**src/rtl/cpu_hazard_pkg.sv**
```systemverilog
// Shared definitions for the pipeline hazard controller.
//   - forward-select encodings driven onto the EX operand muxes
//   - RV32 opcode constants used by the ID-stage operand-use decode
//   - shadow-stage record types for EX and for the MEM/WB write-back info
package cpu_hazard_pkg;

    localparam int RA_W = 5;

    localparam logic [1:0] FWD_REG = 2'b00;
    localparam logic [1:0] FWD_WB  = 2'b01;
    localparam logic [1:0] FWD_MEM = 2'b10;

    localparam logic [6:0] OP_LUI    = 7'b0110111;
    localparam logic [6:0] OP_AUIPC  = 7'b0010111;
    localparam logic [6:0] OP_JAL    = 7'b1101111;
    localparam logic [6:0] OP_RTYPE  = 7'b0110011;
    localparam logic [6:0] OP_STORE  = 7'b0100011;
    localparam logic [6:0] OP_BRANCH = 7'b1100011;
    localparam logic [6:0] OP_LOAD   = 7'b0000011;

    typedef struct packed {
        logic [RA_W-1:0] rs1;
        logic [RA_W-1:0] rs2;
        logic [RA_W-1:0] rd;
        logic            reg_write;
        logic            mem_read;
    } ex_stage_t;

    typedef struct packed {
        logic [RA_W-1:0] rd;
        logic            reg_write;
    } wr_stage_t;

endpackage

```
**src/rtl/hazard_fwd_unit.sv**
```systemverilog
// Pure combinational operand-forwarding comparator.
// Ports:
//   ex_rs1, ex_rs2       source registers of the instruction in EX
//   mem_rd/mem_reg_write destination info of the instruction in MEM
//   wb_rd/wb_reg_write   destination info of the instruction in WB
//   forward_a/forward_b  EX operand selects (FWD_REG / FWD_WB / FWD_MEM)
module hazard_fwd_unit
    import cpu_hazard_pkg::*;
#(
    parameter int REG_ADDR_W = 5
) (
    input  logic [REG_ADDR_W-1:0] ex_rs1,
    input  logic [REG_ADDR_W-1:0] ex_rs2,
    input  logic [REG_ADDR_W-1:0] mem_rd,
    input  logic                  mem_reg_write,
    input  logic [REG_ADDR_W-1:0] wb_rd,
    input  logic                  wb_reg_write,
    output logic [1:0]            forward_a,
    output logic [1:0]            forward_b
);

    // The younger producer (MEM) wins; x0 is hard-wired and never forwarded.
    function automatic logic [1:0] fwd_sel(
        input logic [REG_ADDR_W-1:0] rs,
        input logic [REG_ADDR_W-1:0] m_rd,
        input logic                  m_we,
        input logic [REG_ADDR_W-1:0] w_rd,
        input logic                  w_we
    );
        if (m_we && (m_rd != '0) && (m_rd == rs))
            return FWD_MEM;
        else if (w_we && (w_rd != '0) && (w_rd == rs))
            return FWD_WB;
        else
            return FWD_REG;
    endfunction

    always_comb begin
        forward_a = fwd_sel(ex_rs1, mem_rd, mem_reg_write, wb_rd, wb_reg_write);
        forward_b = fwd_sel(ex_rs2, mem_rd, mem_reg_write, wb_rd, wb_reg_write);
    end

endmodule

```
**src/rtl/pipeline_hazard_ctrl.sv**
```systemverilog
// Hazard controller for a 5-stage RISC-V pipeline.
// Keeps a shadow copy of EX/MEM/WB destination info and derives operand
// forwarding, a 1-cycle load-use stall and the redirect flushes.
// Ports:
//   clk, rst (sync, active high), enable (pipeline advance)
//   id_instr, id_reg_write, id_mem_read  ID-stage instruction and controls
//   mem_redirect                        branch taken / jump resolved in MEM
//   forward_a, forward_b                EX operand mux selects
//   stall, bubble_id_ex                 load-use hold / ID_EX bubble
//   flush_if_id, flush_id_ex, flush_ex_mem  redirect squash
//   stall_cnt, flush_cnt                perf counters
// Optional: define HAZARD_PERF_CNT_EN to build the saturating stall/redirect
// counters; without it both counter outputs are tied to 0.
module pipeline_hazard_ctrl
    import cpu_hazard_pkg::*;
#(
    parameter int REG_ADDR_W = 5,
    parameter int CNT_W      = 32
) (
    input  logic             clk,
    input  logic             rst,
    input  logic             enable,
    input  logic [31:0]      id_instr,
    input  logic             id_reg_write,
    input  logic             id_mem_read,
    input  logic             mem_redirect,
    output logic [1:0]       forward_a,
    output logic [1:0]       forward_b,
    output logic             stall,
    output logic             bubble_id_ex,
    output logic             flush_if_id,
    output logic             flush_id_ex,
    output logic             flush_ex_mem,
    output logic [CNT_W-1:0] stall_cnt,
    output logic [CNT_W-1:0] flush_cnt
);

    ex_stage_t ex_q, id_d;
    wr_stage_t mem_q, wb_q, mem_d;
    logic [6:0] id_op;
    logic       rs1_used, rs2_used, load_use;

    // funct fields and the upper immediate bits play no part in hazard detection
    logic unused_id_bits;
    assign unused_id_bits = ^{id_instr[31:25], id_instr[14:12]};

    assign id_op = id_instr[6:0];

    always_comb begin
        rs1_used = !((id_op == OP_LUI) || (id_op == OP_AUIPC) || (id_op == OP_JAL));
        rs2_used = (id_op == OP_RTYPE) || (id_op == OP_STORE) || (id_op == OP_BRANCH);

        id_d           = '0;
        id_d.rs1       = id_instr[19:15];
        id_d.rs2       = id_instr[24:20];
        id_d.rd        = id_instr[11:7];
        id_d.reg_write = id_reg_write;
        id_d.mem_read  = id_mem_read;

        mem_d           = '0;
        mem_d.rd        = ex_q.rd;
        mem_d.reg_write = ex_q.reg_write;

        load_use = ex_q.mem_read && (ex_q.rd != '0) &&
                   ((rs1_used && (ex_q.rd == id_d.rs1)) ||
                    (rs2_used && (ex_q.rd == id_d.rs2)));
    end

    // The bubble clears EX.mem_read, so a load-use stall never repeats.
    always_ff @(posedge clk) begin
        if (rst) begin
            ex_q  <= '0;
            mem_q <= '0;
            wb_q  <= '0;
        end else if (enable) begin
            if (load_use || mem_redirect) ex_q <= '0;
            else                          ex_q <= id_d;
            if (mem_redirect) mem_q <= '0;
            else              mem_q <= mem_d;
            wb_q <= mem_q;
        end
    end

    // A redirect squashes the stalled instruction anyway, so it wins.
    assign stall        = enable && load_use && !mem_redirect;
    assign bubble_id_ex = stall;
    assign flush_if_id  = enable && mem_redirect;
    assign flush_id_ex  = enable && mem_redirect;
    assign flush_ex_mem = enable && mem_redirect;

    hazard_fwd_unit #(
        .REG_ADDR_W (REG_ADDR_W)
    ) u_fwd (
        .ex_rs1        (ex_q.rs1),
        .ex_rs2        (ex_q.rs2),
        .mem_rd        (mem_q.rd),
        .mem_reg_write (mem_q.reg_write),
        .wb_rd         (wb_q.rd),
        .wb_reg_write  (wb_q.reg_write),
        .forward_a     (forward_a),
        .forward_b     (forward_b)
    );

`ifdef HAZARD_PERF_CNT_EN
    logic [CNT_W-1:0] stall_cnt_q, flush_cnt_q;

    always_ff @(posedge clk) begin
        if (rst) begin
            stall_cnt_q <= '0;
            flush_cnt_q <= '0;
        end else begin
            if (stall && (stall_cnt_q != '1))
                stall_cnt_q <= stall_cnt_q + 1'b1;
            if (enable && mem_redirect && (flush_cnt_q != '1))
                flush_cnt_q <= flush_cnt_q + 1'b1;
        end
    end

    assign stall_cnt = stall_cnt_q;
    assign flush_cnt = flush_cnt_q;
`else
    assign stall_cnt = '0;
    assign flush_cnt = '0;
`endif

endmodule

```
**config.mk**
```make
export PLATFORM = sky130hd
export DESIGN_NAME = pipeline_hazard_ctrl
export DESIGN_NICKNAME = d
export VERILOG_FILES = /design/src/rtl/cpu_hazard_pkg.sv /design/src/rtl/hazard_fwd_unit.sv /design/src/rtl/pipeline_hazard_ctrl.sv
export SDC_FILE = /design/constraint.sdc
export NUM_CORES = 1
export LEC_CHECK = 0
export BUFFER_PORTS_ARGS = -buffer_cell sky130_fd_sc_hd__buf_2
export CAP_MARGIN = 20
export CORE_MARGIN = 3
export CORE_UTILIZATION = 40
export CTS_CLUSTER_DIAMETER = 60
export CTS_CLUSTER_SIZE = 28
export DETAILED_ROUTE_END_ITERATION = 10
export GPL_ROUTABILITY_DRIVEN = 0
export PLACE_DENSITY = 0.74
export SYNTH_ARGS = -nofsm -noshare
export SYNTH_HDL_FRONTEND = slang
export SYNTH_SLANG_ARGS = --single-unit
export TNS_END_PERCENT = 10
```
**constraint.sdc**
```tcl
create_clock -name clk -period 2.2 [get_ports clk]
set_input_delay 0.33 -clock clk [delete_from_list [all_inputs] [get_ports clk]]
set_output_delay 0.33 -clock clk [all_outputs]
set_load 0.1 [all_outputs]
```
### Yosys cells after proc, flatten, opt, wreduce, memory -nomap -nowiden

Index checks and enable logic that the tools add are counted.

| storage, ports and cells | value |
|---|---|
| bits in registers | 29 |
| word-level logic and storage cells | 51 |

| operators by class | value |
|---|---|
| multiplexer cells | 6 |
| reductions and logical operators | 24 |
| eq/ne operators | 12 |

Operator list:

| operator | number |
|---|---|
| 5-bit == test | 6 |
| 7-bit by 6-bit == test with 1-bit output (second input constant) | 3 |
| 17-bit two-way mux | 1 |
| 5-bit nonzero test | 3 |
| 7-bit == test (second input constant) | 2 |
| 1-bit logical AND | 13 |
| 7-bit by 5-bit == test with 1-bit output (second input constant) | 1 |
| 1-bit logical OR | 6 |
| 6-bit two-way mux | 1 |
| 2-bit two-way mux | 2 |
| 1-bit logical NOT | 2 |
| 1-bit two-way mux | 2 |

### Depth between registers and ports, before layout

| depth | value |
|---|---|
| word-level depth | 9 |
| depth in mapped cells | 6 |

### By module

Synthesis repeated with hierarchy kept, for this count alone.

| unflattened totals | value |
|---|---|
| cell total of the unflattened synthesis | 215 |
| area total of the unflattened synthesis | 1968.1 µm² |

Modules (own cells, without submodules):

| module | cells each | instances | area an instance (µm²) |
|---|---|---|---|
| pipeline_hazard_ctrl | 181 | 1 | 1710.4 |
| hazard_fwd_unit | 34 | 1 | 257.7 |

### Worst setup path after synthesis

Ideal clock, no wire load.

| timing | value |
|---|---|
| kind | register to output |
| start | register mem_q[3] in the netlist's numbering |
| end | output forward_a[0] |
| data required time | 1.870 ns |
| path slack | -3.747 ns |
| buffers on the path | 0 |
| arrival | 5.617 ns |
| stages on the path, launching flop included | 5 |
| path through | dfxtp_1 -> or4_1 -> o21ai_0 -> nor4_1 -> nor4_1 |

| on the way | value |
|---|---|
| cells in the longest elaborated chain, start to end | 4 |

RTL lines:

| what | RTL line | text |
|---|---|---|
| start, declared | pipeline_hazard_ctrl.sv:39 | `wr_stage_t mem_q, wb_q, mem_d;` |
| start signal, assigned | pipeline_hazard_ctrl.sv:79 | `else mem_q <= mem_d;` |
| 5-bit nonzero test | hazard_fwd_unit.sv:30 | `if (m_we && (m_rd != '0) && (m_rd == rs))` |
| 1-bit logical AND | hazard_fwd_unit.sv:30 |  |
| 1-bit logical AND (*) | hazard_fwd_unit.sv:30 |  |
| 2-bit two-way mux (*) | hazard_fwd_unit.sv:30 |  |
| end, declared | pipeline_hazard_ctrl.sv:27 | `output logic [1:0] forward_a,` |

Mark *: on every way between the ends. The rest lies on a longest branch, timed or not.

### Final worst setup path

| timing | value |
|---|---|
| start | register mem_q[5] in the netlist's numbering |
| end | output forward_b[0] |

| on the way | value |
|---|---|
| cells in the longest elaborated chain, start to end | 4 |

RTL lines:

| what | RTL line | text |
|---|---|---|
| 5-bit nonzero test | hazard_fwd_unit.sv:30 |  |
| 1-bit logical AND | hazard_fwd_unit.sv:30 |  |
| 1-bit logical AND (*) | hazard_fwd_unit.sv:30 |  |
| 2-bit two-way mux (*) | hazard_fwd_unit.sv:30 |  |
| end, declared | pipeline_hazard_ctrl.sv:28 | `output logic [1:0] forward_b,` |

Marked as above.

==> flow_metrics.py <==
metrics = {
    "run_status": {
        "status": "complete, but fails checks",
        "violations": "setup timing",
    },
    "grt": {
        "grt_use_met2": 0.211,
        "gr-usage-met1": 0.184,
        "overflow": 0,
        "grt_use_total": 0.139,
        "grt_pass1_wl_um": 6000,
        "grt.busiest_layer": "met2",
        "grt_pass1_vias": 1292,
        "grt_max_degree": 20,
        "grt_use_met3": 0.0462,
        "antenna_found_initial": 0,
    },
    "critical_path": {
        "cp_cell_sequence": "or4_4 -> o21ai_4 -> nor4_4 -> nor4_4 -> buf_12",
        "crit_type": "reg -> out",
        "endpoint_kind": "output port",
        "critPathLaunch": "mem_q[5]$_SDFFE_PP0P_",
        "worstPathMaxFanout": 5,
        "crit_slowest_cell": "or4_4",
        "critPathMaxStageDelay_ns": 0.54,
        "critical_path_arrival_ns": 1.99,
        "start_kind": "flop",
        "reg2reg_from": "ex_q[3]$_SDFFE_PP0P_",
        "cp_common_cell": "nor4_4",
        "worstPathRequired_ns": 1.87,
    },
    "synth": {
        "yosys_most_used_dff": "dfxtp_1",
        "synth_seq_cells": 29,
        "yosysTopAreaCell": "dfxtp_1",
        "mappedNetlistArea_um2": 1950,
        "synth_edf_count": 0,
        "synth-async-reset-ratio": 0,
        "ys_seq_area_frac": 0.298,
        "synthDistinctLibCells": 29,
        "syn_inst": 213,
        "synth.avg_cell_area_um2": 9.15,
        "netlist_top_cells_area": "dfxtp_1, buf_4, xor2_1, a22o_1, xnor2_1",
        "ys_warn_count": 0,
        "netlist.area_leader.share": 0.298,
    },
    "die": {
        "core_um2": 4530,
        "die_h_um": 75.8,
        "die_w_um": 75.8,
        "io_pins": 111,
        "row_count": 24,
        "dieArea_um2": 5750,
        "start_util": 0.430,
    },
    "pwr": {
        "switchingPower_mw": 0.778,
        "clkPwrFrac": 0.259,
        "p_leak_nw": 1.07,
        "power_density_nw_per_um2": 715,
        "p_seq_frac": 0.350,
        "netSwitchingFraction": 0.486,
        "p_int_mw": 0.823,
        "pwr-share-comb": 0.392,
        "ir_drop_uv": 471,
    },
    "sta": {
        "fmax_ghz": 0.431,
        "rsz0062_at_grt": "true",
        "hold_violations": 0,
        "timing.hold.ws_ns": 0.259,
        "finalMaxSlewViolations": 0,
        "timing.final.crit_period_ns": 2.32,
        "layout_setup_ws_ns": -0.118,
        "fin_crit_sh": 1.05,
        "setup_viol": 4,
        "fin_skew_ns": 0.00191,
        "slew_headroom": 0.630,
        "worst_pin_slew_ns": 0.553,
    },
    "detailed_routing": {
        "antenna_left": 0,
        "drt-total-wl_um": 3890,
        "first_iter_violations": 33,
        "routedWlPerCell_um": 12.1,
        "firstDrtPassIters": 4,
        "vias_per_cell": 4.39,
        "drc": 0,
        "vias": 1409,
    },
    "layout": {
        "final_area_um2": 2240,
        "fin_cells": 321,
        "syn_to_final_growth_pct": 15.0,
        "final_nets": 293,
        "fillCellCount": 437,
        "fin_util": 0.494,
        "antenna_cells": 0,
        "drive_above_1_share": 0.258,
    },
    "clock_network": {
        "cts_max_level": 2,
        "cts_tree": "yes",
        "cts-root-buf": "clkbuf_8",
        "cts_buffer_depth": 2,
        "clk_latency_ns": 0.28,
        "cts.reportedPaths.clkPinSlew_ns": 0.06,
        "cts_buffers": 5,
        "cts.sinks": 29,
    },
    "min_path": {
        "hold_path_class": "in -> reg",
        "hp-start": "id_instr[9]",
    },
    "placement": {
        "placed_cells": 312,
        "place_area_um2": 2140,
        "dpl.hpwl_um": 3120,
        "port_buffers": 36,
    },
    "run": {
        "cap_violations": 0,
    },
}
==> layout make-up <==
class	instances	area (um2)	area share
Multi-Input combinational cell	175	1160	0.519
Sequential cell	29	584	0.261
Timing Repair Buffer	44	330	0.147
Tap cell	65	81.3	0.0363
Clock buffer	6	72.6	0.0324
Clock inverter	2	10.0	0.00447
==> repair_timing <==
item | CTS | global route
pin swaps | 2 | 0
buffers inserted | 1 | 0
gates resized for setup | 2 | 1
hold buffers | 0 | 0
endpoints found under the setup margin | 4 | 4
==> metrics by stage <==
step / TNS (ns) / setup WS [ns] / power [mW]
floorplan: -1.71 / -0.415 / 1.23
global placement: 0 / 0.138 / 1.19
detailed placement: 0 / 0.101 / 1.20
CTS: -0.486 / -0.134 / 1.61
global route: -0.685 / -0.184 / 1.66
finish: -0.449 / -0.118 / 1.60
==> cell usage after synthesis, types with 2 or more instances <==
cell / instances
nand3b_1: 6
dfxtp_1: 29
nor2_1: 10
xor2_1: 19
or4_1: 5
a21oi_1: 7
mux2i_1: 6
nand2b_1: 7
nand2_1: 2
buf_4: 67
clkbuf_1: 4
nor2b_1: 2
nand3_1: 4
o21ai_0: 2
xnor2_1: 11
nor4_1: 4
a22o_1: 16
==> sequential cells by signal, indices dropped and copies added (netlist names) <==
name   count
ex_q      17
mem_q      6
wb_q       6
==> layout by cell type (no fill, tap or decap) <==
cell type	count
conb_1	64
buf_2	30
dfxtp_1	26
xor2_1	19
a22o_1	16
xnor2_1	11
nor2_1	9
buf_4	8
nand2b_1	7
a21oi_1	7
nand3b_1	6
mux2i_1	6
buf_12	6
clkbuf_8	5
nand3_1	4
nor4_4	4
or4_1	3
dfxtp_2	3
or4_4	2
nor2b_1	2
nand2_1	2
clkinv_2	2
o21ai_4	1
o21ai_0	1
nor2_2	1
a31oi_1	1
nand4_1	1
nor3_1	1
o211a_1	1
nand4b_1	1
nor4_2	1
nor2_4	1
and2_1	1
a2111oi_4	1
a22o_2	1
clkbuf_1	1
==> critical path, delay by kind of cell (launching register included) <==
family                 cells  cell delay (ns)
AOI/OAI and AO/OA          1             0.19
and+or+nand+nor            3             0.95
buffers and inverters      1             0.21
DFF                        1             0.35
==> final timing paths <==
kind                                              end  cells past startpoint  slack, ns
worst max register to register  ex_q[14]$_SDFFE_PP0P_                      6       0.28
worst min register to register   ex_q[1]$_SDFFE_PP0P_                      1       0.48
worst min-delay path             ex_q[4]$_SDFFE_PP0P_                      2       0.26
worst max-delay path                     forward_b[0]                      5      -0.12
==> kinds of logic (layout without fill, tap and decap cells) <==
| group | count (synthesis) | after routing | synth area share |
|---|---|---|---|
| DFF | 29 | 29 | 0.298 |
| buffers and inverters | 72 | 52 | 0.271 |
| muxes | 6 | 6 | 0.0308 |
| and+or+nand+nor | 46 | 46 | 0.141 |
| AOI/OAI and AO/OA | 29 | 29 | 0.123 |
| other | 1 | 64 | 0.00192 |
| xor gates and xnor gates | 30 | 30 | 0.135 |
==> routing by layer <==
metal / vias up / share of wire
met4: 0 / 0.013
li1: 679 / -
met3: 7 / 0.10
met2: 76 / 0.48
met1: 647 / 0.41
met5: - / 0
==> power by group through the flow <==
stage	clock (mW)	combinational [mW]	sequential [mW]
after detailed placement	0	0.624	0.571
after floorplan	0	0.665	0.565
final	0.414	0.628	0.560
after global routing	0.448	0.648	0.562
after CTS	0.430	0.625	0.560
after global placement	0	0.621	0.571
(Power assumes the default switching activity.)
